### src/rtl/lvl_sequencer_pkg.sv
// Shared types for the MoonLanders level sequencer.
// Holds the game-flow state encoding, the display level codes and the lives field width.
package moon_pkg;

  typedef enum logic [2:0] {
    TITLE,
    PLAY,
    PAUSE_OK,
    PAUSE_CRASH,
    WIN,
    OVER
  } state_t;

  localparam logic [2:0]  LVL_TITLE = 3'd0;
  localparam logic [2:0]  LVL_WIN   = 3'd4;
  localparam int unsigned LIVES_W   = 2;

endpackage

### src/rtl/lvl_sequencer_if.sv
// Game-flow bus between the lander datapath/keys and the level sequencer.
// The sequencer uses the slave modport; the environment drives through master.
interface lvl_sequencer_if;
  import moon_pkg::*;

  logic               start;
  logic               landed;
  logic               crashed;
  logic [2:0]         level;
  logic               game_active;
  logic               round_start;
  logic [LIVES_W-1:0] lives;
  logic               game_over;

  modport master (
    output start, landed, crashed,
    input  level, game_active, round_start, lives, game_over
  );

  modport slave (
    input  start, landed, crashed,
    output level, game_active, round_start, lives, game_over
  );

endinterface

### src/rtl/lvl_sequencer_pause_timer.sv
// Inter-round pause counter: cleared while idle, counts while enabled,
// done flags the last cycle of a PAUSE_CYCLES-long pause.
module pause_timer #(
  parameter int unsigned PAUSE_CYCLES = 50_000_000
) (
  input  logic clock,
  input  logic Reset,
  input  logic clear,
  input  logic enable,
  output logic done
);

  localparam int unsigned CW = $clog2(PAUSE_CYCLES);

  logic [CW-1:0] count_q, count_d;

  always_comb begin
    count_d = count_q;
    if (clear)       count_d = '0;
    else if (enable) count_d = count_q + CW'(1);
  end

  always_ff @(posedge clock) begin
    if (!Reset) count_q <= '0;
    else        count_q <= count_d;
  end

  assign done = (count_q == CW'(PAUSE_CYCLES - 1));

endmodule

### src/rtl/lvl_sequencer.sv
// MoonLanders game-flow FSM: title -> levels -> win, with timed pauses between rounds.
// Optional lives/game-over support is built when MOON_LIVES_EN is defined.
module lvl_sequencer
  import moon_pkg::*;
#(
  parameter int unsigned PAUSE_CYCLES = 50_000_000,
  parameter int unsigned MAX_LEVEL    = 3,
  parameter int unsigned NUM_LIVES    = 3
) (
  input  logic            clock,
  input  logic            Reset,
  lvl_sequencer_if.slave  bus
);

  if (PAUSE_CYCLES < 2 || MAX_LEVEL < 1 || MAX_LEVEL > 3 ||
      NUM_LIVES < 1 || NUM_LIVES > 3) begin : g_bad_param
    $error("lvl_sequencer: parameter out of range");
  end

  state_t     state_q, state_d;
  logic [2:0] level_q, level_d;
  logic       game_active_q, game_active_d;
  logic       round_start_q, round_start_d;
  logic       armed_q, armed_d;
  logic       in_pause;
  logic       pause_done;
`ifdef MOON_LIVES_EN
  logic [LIVES_W-1:0] lives_q, lives_d;
  logic               game_over_q, game_over_d;
`endif

  assign in_pause = (state_q == PAUSE_OK) || (state_q == PAUSE_CRASH);

  pause_timer #(.PAUSE_CYCLES(PAUSE_CYCLES)) u_pause_timer (
    .clock  (clock),
    .Reset  (Reset),
    .clear  (!in_pause),
    .enable (in_pause),
    .done   (pause_done)
  );

  always_comb begin
    state_d = state_q;
    level_d = level_q;
    // A start key held across WIN/OVER -> TITLE must be released before it counts again.
    armed_d = armed_q | ~bus.start;
`ifdef MOON_LIVES_EN
    lives_d = lives_q;
`endif
    unique case (state_q)
      TITLE: begin
        if (bus.start && armed_q) begin
          state_d = PLAY;
          level_d = 3'd1;
`ifdef MOON_LIVES_EN
          lives_d = LIVES_W'(NUM_LIVES);
`endif
        end
      end
      PLAY: begin
        if (bus.crashed) begin
          state_d = PAUSE_CRASH;
`ifdef MOON_LIVES_EN
          if (lives_q != '0) lives_d = lives_q - LIVES_W'(1);
`endif
        end else if (bus.landed) begin
          state_d = PAUSE_OK;
        end
      end
      PAUSE_OK: begin
        if (pause_done) begin
          if (level_q < 3'(MAX_LEVEL)) begin
            state_d = PLAY;
            level_d = level_q + 3'd1;
          end else begin
            state_d = WIN;
            level_d = LVL_WIN;
          end
        end
      end
      PAUSE_CRASH: begin
        if (pause_done) begin
`ifdef MOON_LIVES_EN
          if (lives_q != '0) begin
            state_d = PLAY;
          end else begin
            state_d = OVER;
            level_d = LVL_TITLE;
          end
`else
          state_d = PLAY;
`endif
        end
      end
      WIN, OVER: begin
        if (bus.start) begin
          state_d = TITLE;
          level_d = LVL_TITLE;
          armed_d = 1'b0;
        end
      end
      default: begin
        state_d = TITLE;
        level_d = LVL_TITLE;
      end
    endcase
    game_active_d = (state_d == PLAY);
    round_start_d = (state_d == PLAY) && (state_q != PLAY);
`ifdef MOON_LIVES_EN
    game_over_d   = (state_d == OVER);
`endif
  end

  always_ff @(posedge clock) begin
    if (!Reset) begin
      state_q       <= TITLE;
      level_q       <= LVL_TITLE;
      game_active_q <= 1'b0;
      round_start_q <= 1'b0;
      armed_q       <= 1'b1;
`ifdef MOON_LIVES_EN
      lives_q       <= LIVES_W'(NUM_LIVES);
      game_over_q   <= 1'b0;
`endif
    end else begin
      state_q       <= state_d;
      level_q       <= level_d;
      game_active_q <= game_active_d;
      round_start_q <= round_start_d;
      armed_q       <= armed_d;
`ifdef MOON_LIVES_EN
      lives_q       <= lives_d;
      game_over_q   <= game_over_d;
`endif
    end
  end

  assign bus.level       = level_q;
  assign bus.game_active = game_active_q;
  assign bus.round_start = round_start_q;
`ifdef MOON_LIVES_EN
  assign bus.lives       = lives_q;
  assign bus.game_over   = game_over_q;
`else
  assign bus.lives       = '0;
  assign bus.game_over   = 1'b0;
`endif

endmodule
### src/flat_wrapper.sv
// flat-port wrapper written by rule: the top's interface ports become plain ports
module lvl_sequencer_flat import moon_pkg::*;
#(
  parameter int unsigned PAUSE_CYCLES = 50_000_000,
  parameter int unsigned MAX_LEVEL    = 3,
  parameter int unsigned NUM_LIVES    = 3
)
  (clock, Reset, bus_start, bus_landed, bus_crashed, bus_level, bus_game_active, bus_round_start, bus_lives, bus_game_over);
  lvl_sequencer_if bus_i ();
  input  logic clock;
  input  logic Reset;
  input wire logic [$bits(bus_i.start)-1:0] bus_start;
  input wire logic [$bits(bus_i.landed)-1:0] bus_landed;
  input wire logic [$bits(bus_i.crashed)-1:0] bus_crashed;
  output wire logic [$bits(bus_i.level)-1:0] bus_level;
  output wire logic [$bits(bus_i.game_active)-1:0] bus_game_active;
  output wire logic [$bits(bus_i.round_start)-1:0] bus_round_start;
  output wire logic [$bits(bus_i.lives)-1:0] bus_lives;
  output wire logic [$bits(bus_i.game_over)-1:0] bus_game_over;
  assign bus_i.start = bus_start;
  assign bus_i.landed = bus_landed;
  assign bus_i.crashed = bus_crashed;
  assign bus_level = bus_i.level;
  assign bus_game_active = bus_i.game_active;
  assign bus_round_start = bus_i.round_start;
  assign bus_lives = bus_i.lives;
  assign bus_game_over = bus_i.game_over;
  lvl_sequencer #(.PAUSE_CYCLES(PAUSE_CYCLES), .MAX_LEVEL(MAX_LEVEL), .NUM_LIVES(NUM_LIVES)) u_core (.clock(clock), .Reset(Reset), .bus(bus_i));
endmodule
### config.mk
export PLATFORM = sky130hd
export DESIGN_NAME = lvl_sequencer_flat
export DESIGN_NICKNAME = d
export VERILOG_FILES = /design/src/rtl/lvl_sequencer_pkg.sv /design/src/rtl/lvl_sequencer_if.sv /design/src/rtl/lvl_sequencer_pause_timer.sv /design/src/rtl/lvl_sequencer.sv /design/src/flat_wrapper.sv
export SDC_FILE = /design/constraint.sdc
export NUM_CORES = 1
export LEC_CHECK = 0
export BUFFER_PORTS_ARGS = -buffer_cell sky130_fd_sc_hd__buf_2
export CAP_MARGIN = 20
export CORE_ASPECT_RATIO = 0.75
export CORE_MARGIN = 3
export CORE_UTILIZATION = 25
export DETAILED_ROUTE_END_ITERATION = 12
export PLACE_DENSITY_LB_ADDON = 0.08
export SLEW_MARGIN = 20
export SYNTH_ARGS = -nofsm -noshare
export SYNTH_HDL_FRONTEND = slang
export SYNTH_SLANG_ARGS = --single-unit
### constraint.sdc
create_clock -name clock -period 2.3 [get_ports clock]
set_input_delay 0.23 -clock clock [delete_from_list [all_inputs] [get_ports clock]]
set_output_delay 0.23 -clock clock [all_outputs]
set_load 0.05 [all_outputs]
# After elaboration in Yosys (flattened, before gate mapping)
# Index checks and enable logic that the tools add are counted.
# W data, S select, Z words.
op_classes:
  addsub: 2
  multipliers: 0
  div_mod_pow: 0
  order_cmp: 1
  n_eq_ne: 11
  n_shift: 0
  mux: 15
  bitwise: 3
  reduce_logical: 8
op_table:
  columns: ["operator", "n"]
  rows:
  - ["$mux W3", 11]
  - ["$add A26 B1 Y26 const B", 1]
  - ["$eq A26 B26 Y1 const B", 1]
  - ["$pmux W3 S5", 1]
  - ["$pmux W3 S4", 1]
  - ["$eq A3 B1 Y1 const B", 2]
  - ["$eq A3 B2 Y1 const B", 2]
  - ["$eq A3 B3 Y1 const B", 2]
  - ["$ne A2 B1 Y1 const B", 2]
  - ["$reduce_and A4 Y1", 1]
  - ["$reduce_or A2 Y1", 2]
  - ["$add A3 B1 Y3 const B", 1]
  - ["$logic_not A3 Y1", 1]
  - ["$lt A3 B2 Y1 const B", 1]
  - ["$ne A3 B1 Y1 const B", 1]
  - ["$logic_and A1 B1 Y1", 2]
  - ["$mux W1", 2]
  - ["$ne A2 B2 Y1 const B", 1]
  - ["$not A1 Y1", 2]
  - ["$reduce_and A2 Y1", 1]
  - ["$logic_or A1 B1 Y1", 1]
  - ["$or A1 B1 Y1", 1]
totals:
  regBits: 35
  latch_bits: 0
  ramBits: 0
  mem_bits_ro: 0
  in_bits: 5
  output_inout_bits: 8
  word_cells: 46
  memories: 0

# Logic depth before layout (Yosys ltp)
# Gate-level depths: netlist (run 1).
logic_depth:
  word_depth: 6
  mapped_depth: 6

# By module
# A second synthesis (run 1) with hierarchy kept.
hier_totals:
  cells_unflattened: 206
  area_unflattened_um2: 1734.2
by_module_without_submodules:
  columns: ["module", "instances", "cells_each", "area_per_inst_um2", "seq_area_each_um2"]
  rows:
  - ["pause_timer", 1, 149, 1257.5, 520.5]
  - ["lvl_sequencer", 1, 57, 476.7, 180.2]

# Least setup slack after synthesis (run 1)
# OpenSTA, ideal clock, no wires.
synth_timing:
  kind: "register -> register"
  startpoint: "register u_core.u_pause_timer.count_q[0]"
  endpoint: "register u_core.round_start_q, in the netlist u_core.bus.round_start"
  setup_time_ns: 0.118
  arrival_time_ns: 1.854
  path_slack_ns: 0.328
  stages_incl_launch_ff: 7
  path_buffers: 0
  cell_sequence: "dfxtp_1 ha_1 nand4_1 or4_4 or4_4 o211ai_2 nor2_1"
synth_between:
  elab_chain_cells: 5
synth_rtl:
  columns: ["item", "line_no", "text"]
  rows:
  - ["start: declaration", "lvl_sequencer_pause_timer.sv:15", "logic [CW-1:0] count_q, count_d;"]
  - ["start signal: assignment", "lvl_sequencer_pause_timer.sv:25", "else count_q <= count_d;"]
  - ["$eq A26 B26 Y1 (*)", "lvl_sequencer_pause_timer.sv:28", "assign done = (count_q == CW'(PAUSE_CYCLES - 1));"]
  - ["$mux W3 (on tied branches)", "lvl_sequencer.sv:82, lvl_sequencer.sv:71", null]
  - ["$pmux W3 S5 (*)", "lvl_sequencer.sv:50", "unique case (state_q)"]
  - ["$eq A3 B1 Y1 (*)", "lvl_sequencer.sv:108", "round_start_d = (state_d == PLAY) && (state_q != PLAY);"]
  - ["$logic_and A1 B1 Y1 (*)", "lvl_sequencer.sv:108", null]
  - ["end signal: assignment", "lvl_sequencer.sv:129", "round_start_q <= round_start_d;"]
  - ["end: declaration", "lvl_sequencer.sv:23", "logic round_start_q, round_start_d;"]
# Mark *: on every way between the ends. The rest lies on a longest branch, timed or not.
# A chain may end at the register's enable or synchronous reset.

# Worst setup path in the final report (run 1)
# Ends and elaborated chain as after synthesis.

==> results of run 1 <==
## synth_stat cells
library cell                 n
sky130_fd_sc_hd__a21o_1      2
sky130_fd_sc_hd__a21oi_1     5
sky130_fd_sc_hd__a21oi_2     1
sky130_fd_sc_hd__and2_1      5
sky130_fd_sc_hd__and3_1      4
sky130_fd_sc_hd__and4_1      1
sky130_fd_sc_hd__buf_4       3
sky130_fd_sc_hd__clkbuf_1    5
sky130_fd_sc_hd__conb_1      1
sky130_fd_sc_hd__dfxtp_1    35
sky130_fd_sc_hd__ha_1        2
sky130_fd_sc_hd__inv_1       3
sky130_fd_sc_hd__mux2i_1     3
sky130_fd_sc_hd__nand2_1    14
sky130_fd_sc_hd__nand2b_1    2
sky130_fd_sc_hd__nand3_1    18
sky130_fd_sc_hd__nand3b_1    1
sky130_fd_sc_hd__nand4_1     8
sky130_fd_sc_hd__nand4bb_1   1
sky130_fd_sc_hd__nor2_1     33
sky130_fd_sc_hd__nor2b_1     1
sky130_fd_sc_hd__nor3_1      1
sky130_fd_sc_hd__nor3_2      1
sky130_fd_sc_hd__nor3b_1     1
sky130_fd_sc_hd__nor4_1      2
sky130_fd_sc_hd__nor4_2      1
sky130_fd_sc_hd__nor4bb_1    1
sky130_fd_sc_hd__o2111ai_1   1
sky130_fd_sc_hd__o211ai_1    1
sky130_fd_sc_hd__o211ai_2    1
sky130_fd_sc_hd__o21a_1      1
sky130_fd_sc_hd__o21ai_0     7
sky130_fd_sc_hd__or2_2       1
sky130_fd_sc_hd__or3_1       2
sky130_fd_sc_hd__or4_4       2
sky130_fd_sc_hd__xnor2_1     3
sky130_fd_sc_hd__xor2_1     20
## kinds of logic after synthesis
family	synth area share
mux	0.01818
other cells	0.002271
buf+inv	0.03182
xor+xnor	0.1220
flops	0.4242
compound gates	0.07272
simple gates	0.3136
fa+ha+maj	0.01515
## state kept, by name, indices dropped and copies added (netlist names)
register / count
u_core.bus.round_start: 1
u_core.state_q: 3
u_core.u_pause_timer.count_q: 26
u_core.bus.level: 3
u_core.armed_q: 1
u_core.bus.game_active: 1
## worst max-delay path, stage by stage, from the launching register on
cell	delay, ns
sky130_fd_sc_hd__dfxtp_1	0.38
sky130_fd_sc_hd__ha_1	0.23
sky130_fd_sc_hd__nand4_1	0.17
sky130_fd_sc_hd__or4_4	0.54
sky130_fd_sc_hd__or4_4	0.54
sky130_fd_sc_hd__o211ai_2	0.09
sky130_fd_sc_hd__nor2_1	0.06
## area by class of cell
cell class	count	area (µm²)	share of cell area
clock buffers	6	82.58	0.04432
clock inverters	1	5.005	0.002686
flip-flops and latches	35	700.7	0.3761
multi-input cells	150	905.9	0.4862
well taps	78	97.59	0.05238
repair buffers	11	60.06	0.03224
inverters	3	11.26	0.006044
## per-stage QoR
| step | total power, mW | area [µm²] | std cells |
|---|---|---|---|
| after floorplan | 0.7256 | 1659 | 196 |
| after global placement | 0.7457 | 1775 | 277 |
| after detailed placement | 0.7461 | 1775 | 277 |
| after CTS | 1.206 | 1863 | 284 |
| after global routing | 1.239 | 1863 | 284 |
| final | 1.182 | 1863 | 284 |
## routing by layer
layer / vias up / wire (µm) / track usage
met5: - / 0 / 0
met4: 0 / 47 / 0.03411
met3: 8 / 155 / 0.03385
met2: 25 / 1514 / 0.1465
met1: 657 / 1832 / 0.1367
li1: 683 / - / -
## report_power, final
part           internal, mW  leakage (nW)  switching [mW]  total (mW)
clock network         0.235        0.0470           0.215       0.450
logic                0.0280         0.331          0.0728       0.101
registers             0.617         0.283          0.0137       0.631
total                 0.880         0.661           0.301        1.18
## worst max-delay path by stage
| stage | startpoint | endpoint | slack [ns] | depth (start not counted) |
|---|---|---|---|---|
| 2_1_floorplan | u_core.u_pause_timer.count_q[0] | u_core.bus.round_start | 0.33 | 6 |
| 3_3_place_gp | u_core.u_pause_timer.count_q[0] | u_core.bus.round_start | 0.22 | 6 |
| 3_5_place_dp | u_core.u_pause_timer.count_q[0] | u_core.bus.round_start | 0.17 | 6 |
| 4_1_cts | u_core.u_pause_timer.count_q[0] | u_core.bus.round_start | 0.15 | 6 |
| 5_1_grt | u_core.u_pause_timer.count_q[0] | u_core.bus.level[2] | 0.05 | 6 |
| 6_report | u_core.u_pause_timer.count_q[0] | u_core.bus.round_start | 0.18 | 6 |
==> key figures, run 1 <==
Detailed routing
  – Average wire per standard cell: 12.50 µm
  – Number of optimization iterations in the first detailed-route pass: 4
  – DR vias: 1373
  – Detailed-route wire length: around 3600 µm
  – DRC errors left: 0
  – Antenna viol nets, final: 0
  – Iteration-0 DRC Markers: just under 50
  – Vias per cell: 4.835

Finish
  – FILL cells: 658
  – Post-layout net count: 213
  – Final core occ: 0.3056
  – Count of inserted antenna diode cells: 0
  – Synthesis-to-layout area growth: 12.80%
  – Commonest cells after routing, fill and taps aside: sky130_fd_sc_hd__dfxtp_1 (35), sky130_fd_sc_hd__nor2_1 (33), sky130_fd_sc_hd__xor2_1 (20), sky130_fd_sc_hd__nand3_1 (18), sky130_fd_sc_hd__nand2_1 (14)
  – Most common library cell in the layout ignoring fill and taps: sky130_fd_sc_hd__dfxtp_1
  – Ratio of cells with drive above 1 in the final layout: 0.1214

Worst setup path
  – Critical Path Fanout Max: 4
  – Crit path launch type: flip-flop
  – Arrival time at the worst endpoint: 2.29 ns
  – Kind of capture point of the worst setup path: flip-flop
  – CP Data Required Time: about 2.5 ns
  – Worst Setup Path Type: reg2reg
  – Worst R2R Path Depth: 6
  – End of the worst register-to-register path: u_core.bus.round_start
  – Reg-to-reg startpoint: u_core.u_pause_timer.count_q[0]
  – R2R Setup Slk: 0.18 ns

STA
  – Max-Slew Margin vs Limit: 0.5717
  – Max Clk Rate: 472.2 MHz
  – Worst slew pin tran: between 0.6 and 0.7 ns
  – Worst hold slack: 0.1666 ns
  – Min setup slack post-route: approximately 0.18 ns
  – RSZ-0062 raised after global routing: no
  – Pins Over Slew Limit: 0
  – Clock tree skew after final layout: 0.004910 ns
  – Setup TNS after final layout: 0 ns
  – Final setup fails: 0
  – Final Cycle Share: 0.9208
  – Crit path time final: 2.118 ns
  – Number of hold violations in the final report: 0

Hold path
  – Worst Hold Endpoint: u_core.armed_q
  – Hold depth: 2
  – Min-delay worst type: in2reg
  – Critical hold path startpoint: bus_start

Yosys
  – Yosys top cell by area: sky130_fd_sc_hd__dfxtp_1
  – Synth top area cells: sky130_fd_sc_hd__dfxtp_1 (42%), sky130_fd_sc_hd__xor2_1 (11%), sky130_fd_sc_hd__nor2_1 (7.5%)
  – Mean cell area of the mapped netlist: 8.513 µm²
  – Warnings from Yosys: 0
  – Flop and latch count out of synthesis: 35
  – Number of distinct library cells after synthesis: 37
  – Yosys top cell area share: 0.4242
  – Mapped Area: 1652 µm²
  – Post-Synthesis Cells: between 150 and 200
  – Share of synthesized area occupied by flip-flops and latches: 0.4242

Clock network
  – Number of clock sinks: 35
  – Buffer type at the clock tree root: sky130_fd_sc_hd__clkbuf_8
  – Quantity of gates resized following cts: 0
  – CTS H-tree lvls: 2
  – Longest Clk Path Bufs: 2
  – Clk_lat worst skew: 0.28 ns
  – Clock-pin slew on the worst setup and hold paths: 0.07 ns
  – Buffers inserted by post-CTS timing repair: 0
  – Number of buffers inserted during clock tree synthesis: 5
  – Hold buffer count at cts: 0
  – CTS tree: built

Power and ir drop
  – IR Drop Worst-Case VDD: 0.2276 mV
  – Areal power density over the cells: roughly 630 nW/µm²
  – Static Leakage: around 0.66 nW

Floorplan
  – Starting density of the core: 0.2709
  – X dimension of the die: 99.86 µm
  – Number of primary I/O pins: 13
  – Number of standard-cell rows in the floorplan: 24
  – Core Region: 6096 µm²
  – Chip Height: 76.39 µm
  – Die Footprint: 7628 µm²

Global route
  – Gr usage total: 0.1002
  – Global-route wire length before repair: ~6200 µm
  – Initial antenna violation count: 0
  – Largest net degree at the start of global routing: 27
  – Number of global-route vias before repair: 1311
  – Total gr overflow: 0

Flow run
  – Max-cap viol count: 0

Place
  – Total half-perimeter wirelength after legalization and detailed placement: 2600 µm
  – Routability Congestion: 0.7826
  – Port bufs: 9
  – Dpl ws: ~0.17 ns

Run status
  – Outcome: complete, no violations
No activity file was read; power rests on OpenSTA's default activity.
==> run 2, diff against run 1 <==
--- a/config.mk
+++ b/config.mk
@@ -7,6 +7,8 @@
 export LEC_CHECK = 0
 export BUFFER_PORTS_ARGS = -buffer_cell sky130_fd_sc_hd__buf_2
 export CAP_MARGIN = 20
+export CELL_PAD_IN_SITES_DETAIL_PLACEMENT = 0
+export CELL_PAD_IN_SITES_GLOBAL_PLACEMENT = 1
 export CORE_ASPECT_RATIO = 0.75
 export CORE_MARGIN = 3
 export CORE_UTILIZATION = 25
==> run 2 against run 1 <==
Net effect:
- design area grew 0.47%
- critical path type unchanged
- clock power shrank 4%
- largest power group unchanged
- via count shrank 2.8%
- largest cell class unchanged
- routed wire length shrank 0.82%
- fmax is essentially flat
- clock skew shrank 0.0020 ns
- worst setup slack lost 0.0021 ns
- core utilization grew 0.14 points
- sequential cell count is the same
- first-iteration DRC count shrank 20%
- non-clock buffer count grew 2
==> key figures, run 2 (synthesis gave the netlist of run 1 again) <==
Clock network
  – Quantity of gates resized following cts: 0
  – CTS tree: built
  – Hold buffer count at cts: 0
  – Number of clock sinks: 35
  – Longest Clk Path Bufs: 2
  – Clock-pin slew on the worst setup and hold paths: 0.07 ns
  – Buffers inserted by post-CTS timing repair: 0
  – Number of buffers inserted during clock tree synthesis: 5
  – Clk_lat worst skew: 0.28 ns
  – Buffer type at the clock tree root: sky130_fd_sc_hd__clkbuf_8
  – CTS H-tree lvls: 2

Floorplan
  – Starting density of the core: 0.2709
  – Die Footprint: between 7000 and 8000 µm²
  – Number of standard-cell rows in the floorplan: 24
  – Chip Height: 76.39 µm
  – X dimension of the die: between 90 and 100 µm
  – Core Region: 6096 µm²
  – Number of primary I/O pins: 13

Place
  – Port bufs: 9
  – Dpl ws: between 0.15 and 0.2 ns
  – Post-placement cell count: 279
  – Routability Congestion: 0.7390
  – Placed Area: around 1800 µm²
  – Total half-perimeter wirelength after legalization and detailed placement: 2545 µm

STA
  – Clock tree skew after final layout: 0.002870 ns
  – Number of hold violations in the final report: 0
  – Max Clk Rate: 471.7 MHz
  – Crit path time final: 2.120 ns
  – Min setup slack post-route: 0.1801 ns
  – Pins Over Slew Limit: 0
  – Final setup fails: 0
  – Worst hold slack: 0.1610 ns
  – Final Cycle Share: 0.9217
  – RSZ-0062 raised after global routing: no
  – Setup TNS after final layout: 0 ns

Finish
  – Final core occ: 0.3071
  – Commonest cells after routing, fill and taps aside: sky130_fd_sc_hd__dfxtp_1 (35), sky130_fd_sc_hd__nor2_1 (33), sky130_fd_sc_hd__xor2_1 (20), sky130_fd_sc_hd__nand3_1 (18), sky130_fd_sc_hd__nand2_1 (14)
  – Area of all placed cells without fillers: 1872 µm²
  – Synthesis-to-layout area growth: 13.33%
  – Cell Count, Final, Fillers Out: 287
  – Ratio of cells with drive above 1 in the final layout: 0.1244
  – Most common library cell in the layout ignoring fill and taps: sky130_fd_sc_hd__dfxtp_1
  – Post-layout net count: 215
  – Largest register FFs: 26
  – Count of inserted antenna diode cells: 0
  – Register with the most flip-flops: u_core.u_pause_timer.count_q

Worst setup path
  – Cell with the largest stage delay on the worst path: sky130_fd_sc_hd__or4_4
  – Cell-by-cell listing of the critical path: ha_1 -> nand4_1 -> or4_4 -> or4_4 -> o211ai_2 -> nor2_1
  – Critical Path Fanout Max: 4
  – Most prevalent standard cell on the critical path: sky130_fd_sc_hd__or4_4
  – Worst R2R Path Depth: 6
  – Arrival time at the worst endpoint: 2.30 ns
  – CP max stage delay: 0.56 ns
  – Kind of capture point of the worst setup path: flip-flop
  – Crit path launch type: flip-flop
  – Worst Setup Path Type: reg2reg
  – R2R Setup Slk: 0.18 ns
  – CP Data Required Time: between 2 and 2.5 ns

Global route
  – Number of global-route vias before repair: roughly 1100
  – Total gr overflow: 0
  – Global-route wire length before repair: 5678 µm
  – Largest net degree at the start of global routing: 27
  – Initial antenna violation count: 0
  – Gr usage total: 0.09507

Detailed routing
  – Iteration-0 DRC Markers: 39
  – DRC errors left: 0
  – Number of optimization iterations in the first detailed-route pass: 4
  – DR vias: ~1300
  – Detailed-route wire length: 3521 µm
  – Average wire per standard cell: between 10 and 15 µm
  – Vias per cell: ~4.7
  – Antenna viol nets, final: 0

Power and ir drop
  – Areal power density over the cells: 624.5 nW/µm²
  – Total power: 1.169 mW
  – Static Leakage: 0.6670 nW
  – IR Drop Worst-Case VDD: 0.1999 mV

Hold path
  – Min-delay worst type: in2reg
  – Hold depth: 2

Run status
  – Outcome: complete, no violations

Flow run
  – Max-cap viol count: 0
==> run 2: metal layers <==
| layer | global-route usage | share of wire | up-vias |
|---|---|---|---|
| met4 | 0.03683 | 0.0088 | 0 |
| met3 | 0.03385 | 0.043 | 4 |
| met1 | 0.1462 | 0.57 | 617 |
| li1 | - | - | 692 |
| met5 | 0 | 0 | - |
| met2 | 0.1158 | 0.38 | 22 |
==> run 2: cell type report <==
cell class | instances | area [µm²]
clock buffer | 7 | 76.32
clock inverter | 1 | 5.005
fill | 643 | 4224
inverter | 3 | 11.26
multi-input combinational | 150 | 905.9
sequential | 35 | 700.7
tap | 78 | 97.59
timing repair buffer | 13 | 75.07
==> run 2: worst paths after layout <==
path	startpoint	to
worst max-delay path	u_core.u_pause_timer.count_q[0]	u_core.bus.round_start
worst min-delay path	bus_start	u_core.armed_q
worst max register to register	u_core.u_pause_timer.count_q[0]	u_core.bus.round_start
worst min register to register	u_core.u_pause_timer.count_q[0]	u_core.u_pause_timer.count_q[0]
==> run 2: critical path, delay by kind of cell (launching register included) <==
family / cells / cell delay [ns]
AO/OA/AOI/OAI: 1 / 0.09
AND/OR/NAND/NOR: 4 / 1.35
flip-flops: 1 / 0.37
adder cells (fa/ha/maj): 1 / 0.21
==> run 2: where the power goes <==
| part | switching, mW | total, mW | internal [mW] | leakage, nW |
|---|---|---|---|---|
| Clock | 0.219 | 0.431 | 0.213 | 0.0422 |
| Combinational | 0.0806 | 0.111 | 0.0303 | 0.342 |
| Sequential | 0.00948 | 0.627 | 0.617 | 0.283 |
==> run 3, diff against run 2 <==
--- a/config.mk
+++ b/config.mk
@@ -5,7 +5,7 @@
 export SDC_FILE = /design/constraint.sdc
 export NUM_CORES = 1
 export LEC_CHECK = 0
-export BUFFER_PORTS_ARGS = -buffer_cell sky130_fd_sc_hd__buf_2
+export BUFFER_PORTS_ARGS = -buffer_cell sky130_fd_sc_hd__buf_4
 export CAP_MARGIN = 20
 export CELL_PAD_IN_SITES_DETAIL_PLACEMENT = 0
 export CELL_PAD_IN_SITES_GLOBAL_PLACEMENT = 1
==> run 3 against run 2 <==
Net effect:
- clock power rose by 4%
- sequential cell count did not move
- largest cell class unchanged
- combinational power rose by 5%
- worst setup slack improved by 0.017 ns
- final cell count fell by 0.70%
- register-to-register slack improved by 0.02 ns
- power rose by 1.9%
- sequential share of layout area fell by 0.42 points
- core utilization rose by 0.35 points
- sequential power barely moved
- critical endpoint unchanged
==> key figures, run 3 (synthesis gave the netlist of run 1 again) <==
Run status
  – Outcome: complete, no violations

Clock network
  – Clock-pin slew on the worst setup and hold paths: 0.07 ns
  – Clk_lat worst skew: 0.28 ns
  – CTS tree: built
  – Buffers inserted by post-CTS timing repair: 0
  – Number of clock sinks: 35
  – Hold buffer count at cts: 0
  – CTS H-tree lvls: 2
  – Quantity of gates resized following cts: 0
  – Buffer type at the clock tree root: sky130_fd_sc_hd__clkbuf_8
  – Number of buffers inserted during clock tree synthesis: 5
  – Longest Clk Path Bufs: 2

Detailed routing
  – Iteration-0 DRC Markers: 60
  – Antenna viol nets, final: 0
  – Average wire per standard cell: about 13 µm
  – Detailed-route wire length: 3625 µm
  – Number of optimization iterations in the first detailed-route pass: 4
  – DRC errors left: 0
  – Vias per cell: 4.618
  – DR vias: 1316

Worst setup path
  – Cell with the largest stage delay on the worst path: sky130_fd_sc_hd__or4_4
  – Worst R2R Path Depth: 6
  – Number of buffers and inverters on the critical path: 0
  – Most prevalent standard cell on the critical path: sky130_fd_sc_hd__or4_4
  – Crit path launch type: flip-flop
  – Critical Path Stages: 6
  – Reg-to-reg startpoint: u_core.u_pause_timer.count_q[0]
  – Critical Path Fanout Max: 4
  – CP Data Required Time: 2.47 ns
  – Cell-by-cell listing of the critical path: ha_1 -> nand4_1 -> or4_4 -> or4_4 -> o211ai_2 -> nor2_1
  – Worst Setup Path Type: reg2reg
  – Kind of capture point of the worst setup path: flip-flop
  – Arrival time at the worst endpoint: 2.28 ns
  – Launching element of the worst setup path: u_core.u_pause_timer.count_q[0]
  – Critical path's top delay family: simple AND/OR/NAND/NOR gates
  – CP max stage delay: ~0.55 ns

Global route
  – Largest net degree at the start of global routing: 27
  – Global-route wire length before repair: 6451 µm
  – Total gr overflow: 0
  – Gr usage total: 0.1076
  – Initial antenna violation count: 0
  – Number of global-route vias before repair: 1309

Hold path
  – Critical hold path startpoint: bus_start
  – Min-delay worst type: in2reg
  – Hold depth: 2

Floorplan
  – X dimension of the die: roughly 100 µm
  – Core Region: between 6000 and 7000 µm²
  – Number of primary I/O pins: 13
  – Chip Height: 76.39 µm
  – Number of standard-cell rows in the floorplan: 24
  – Die Footprint: 7628 µm²
  – Starting density of the core: 0.2709

Finish
  – Most common library cell in the layout ignoring fill and taps: sky130_fd_sc_hd__dfxtp_1
  – Ratio of cells with drive above 1 in the final layout: 0.1256
  – Count of inserted antenna diode cells: 0
  – Cell Count, Final, Fillers Out: 285
  – Synthesis-to-layout area growth: 14.62%
  – Commonest cells after routing, fill and taps aside: sky130_fd_sc_hd__dfxtp_1 (35), sky130_fd_sc_hd__nor2_1 (33), sky130_fd_sc_hd__xor2_1 (20), sky130_fd_sc_hd__nand3_1 (18), sky130_fd_sc_hd__nand2_1 (14)
  – Post-layout net count: 214
  – Largest register FFs: 26
  – Register with the most flip-flops: u_core.u_pause_timer.count_q
  – Area of all placed cells without fillers: 1893 µm²
  – Final core occ: 0.3106

Power and ir drop
  – Combinational cell fraction of total power: 0.097
  – Areal power density over the cells: about 630 nW/µm²
  – Internal: 888.4 µW
  – Static Leakage: 0.6702 nW
  – Clk pwr share: 0.377
  – Total power: 1.192 mW
  – Net Sw Frac: 0.2545
  – IR Drop Worst-Case VDD: 0.2081 mV
  – Part of the total power dissipated in sequential elements: 0.526
  – Net switching power of the design: a little over 300 µW

STA
  – Pins Over Slew Limit: 0
  – Max-Slew Margin vs Limit: 0.5583
  – Final setup fails: 0
  – Final Cycle Share: 0.9145
  – Crit path time final: between 2 and 2.5 ns
  – Setup TNS after final layout: 0 ns
  – Number of hold violations in the final report: 0
  – Worst slew pin tran: 0.6589 ns
  – Min setup slack post-route: slightly below 0.2 ns
  – Max Clk Rate: roughly 480 MHz
  – RSZ-0062 raised after global routing: no
  – Worst hold slack: 0.1585 ns
  – Clock tree skew after final layout: 0.002492 ns

Place
  – Dpl ws: 0.1764 ns
  – Routability Congestion: 0.7612
  – Total half-perimeter wirelength after legalization and detailed placement: between 2000 and 3000 µm
  – Post-placement cell count: 278
  – Placed Area: 1805 µm²
  – Port bufs: 9

Flow run
  – Max-cap viol count: 0
==> run 3: cell count changes in the layout (fill, tap and decap cells not counted) <==
cell,change
sky130_fd_sc_hd__clkbuf_8,+1
sky130_fd_sc_hd__buf_2,-9
sky130_fd_sc_hd__buf_4,+8
sky130_fd_sc_hd__clkbuf_1,-2
==> run 3: routing by layer <==
layer | global-route usage | part of all wire
met5 | 0 | 0
met4 | 0.02456 | 0.0052
met2 | 0.1465 | 0.40
met3 | 0.03843 | 0.034
met1 | 0.1595 | 0.56
==> run 3: cell type report <==
| type | instances | area [µm²] |
|---|---|---|
| inverters | 3 | 11.26 |
| flip-flops and latches | 35 | 700.7 |
| repair buffers | 12 | 90.09 |
| fillers | 658 | 4203 |
| clock inverters | 1 | 5.005 |
| well taps | 78 | 97.59 |
| multi-input cells | 150 | 905.9 |
| clock buffers | 6 | 82.58 |
==> run 3: path summary, 6_finish.rpt <==
| check | slack [ns] | endpoint |
|---|---|---|
| max | 0.20 | u_core.bus.round_start |
| min | 0.16 | u_core.armed_q |
| min reg2reg | 0.46 | u_core.u_pause_timer.count_q[0] |
| max reg2reg | 0.20 | u_core.bus.round_start |
==> run 3: power groups by stage <==
| stage | clock network [mW] | registers, mW | logic, mW |
|---|---|---|---|
| 6_report | 0.449 | 0.627 | 0.116 |
| 5_1_grt | 0.505 | 0.629 | 0.126 |
| 4_1_cts | 0.478 | 0.627 | 0.116 |
| 3_5_place_dp | 0 | 0.641 | 0.116 |
| 3_3_place_gp | 0 | 0.640 | 0.116 |
| 2_1_floorplan | 0 | 0.663 | 0.0625 |
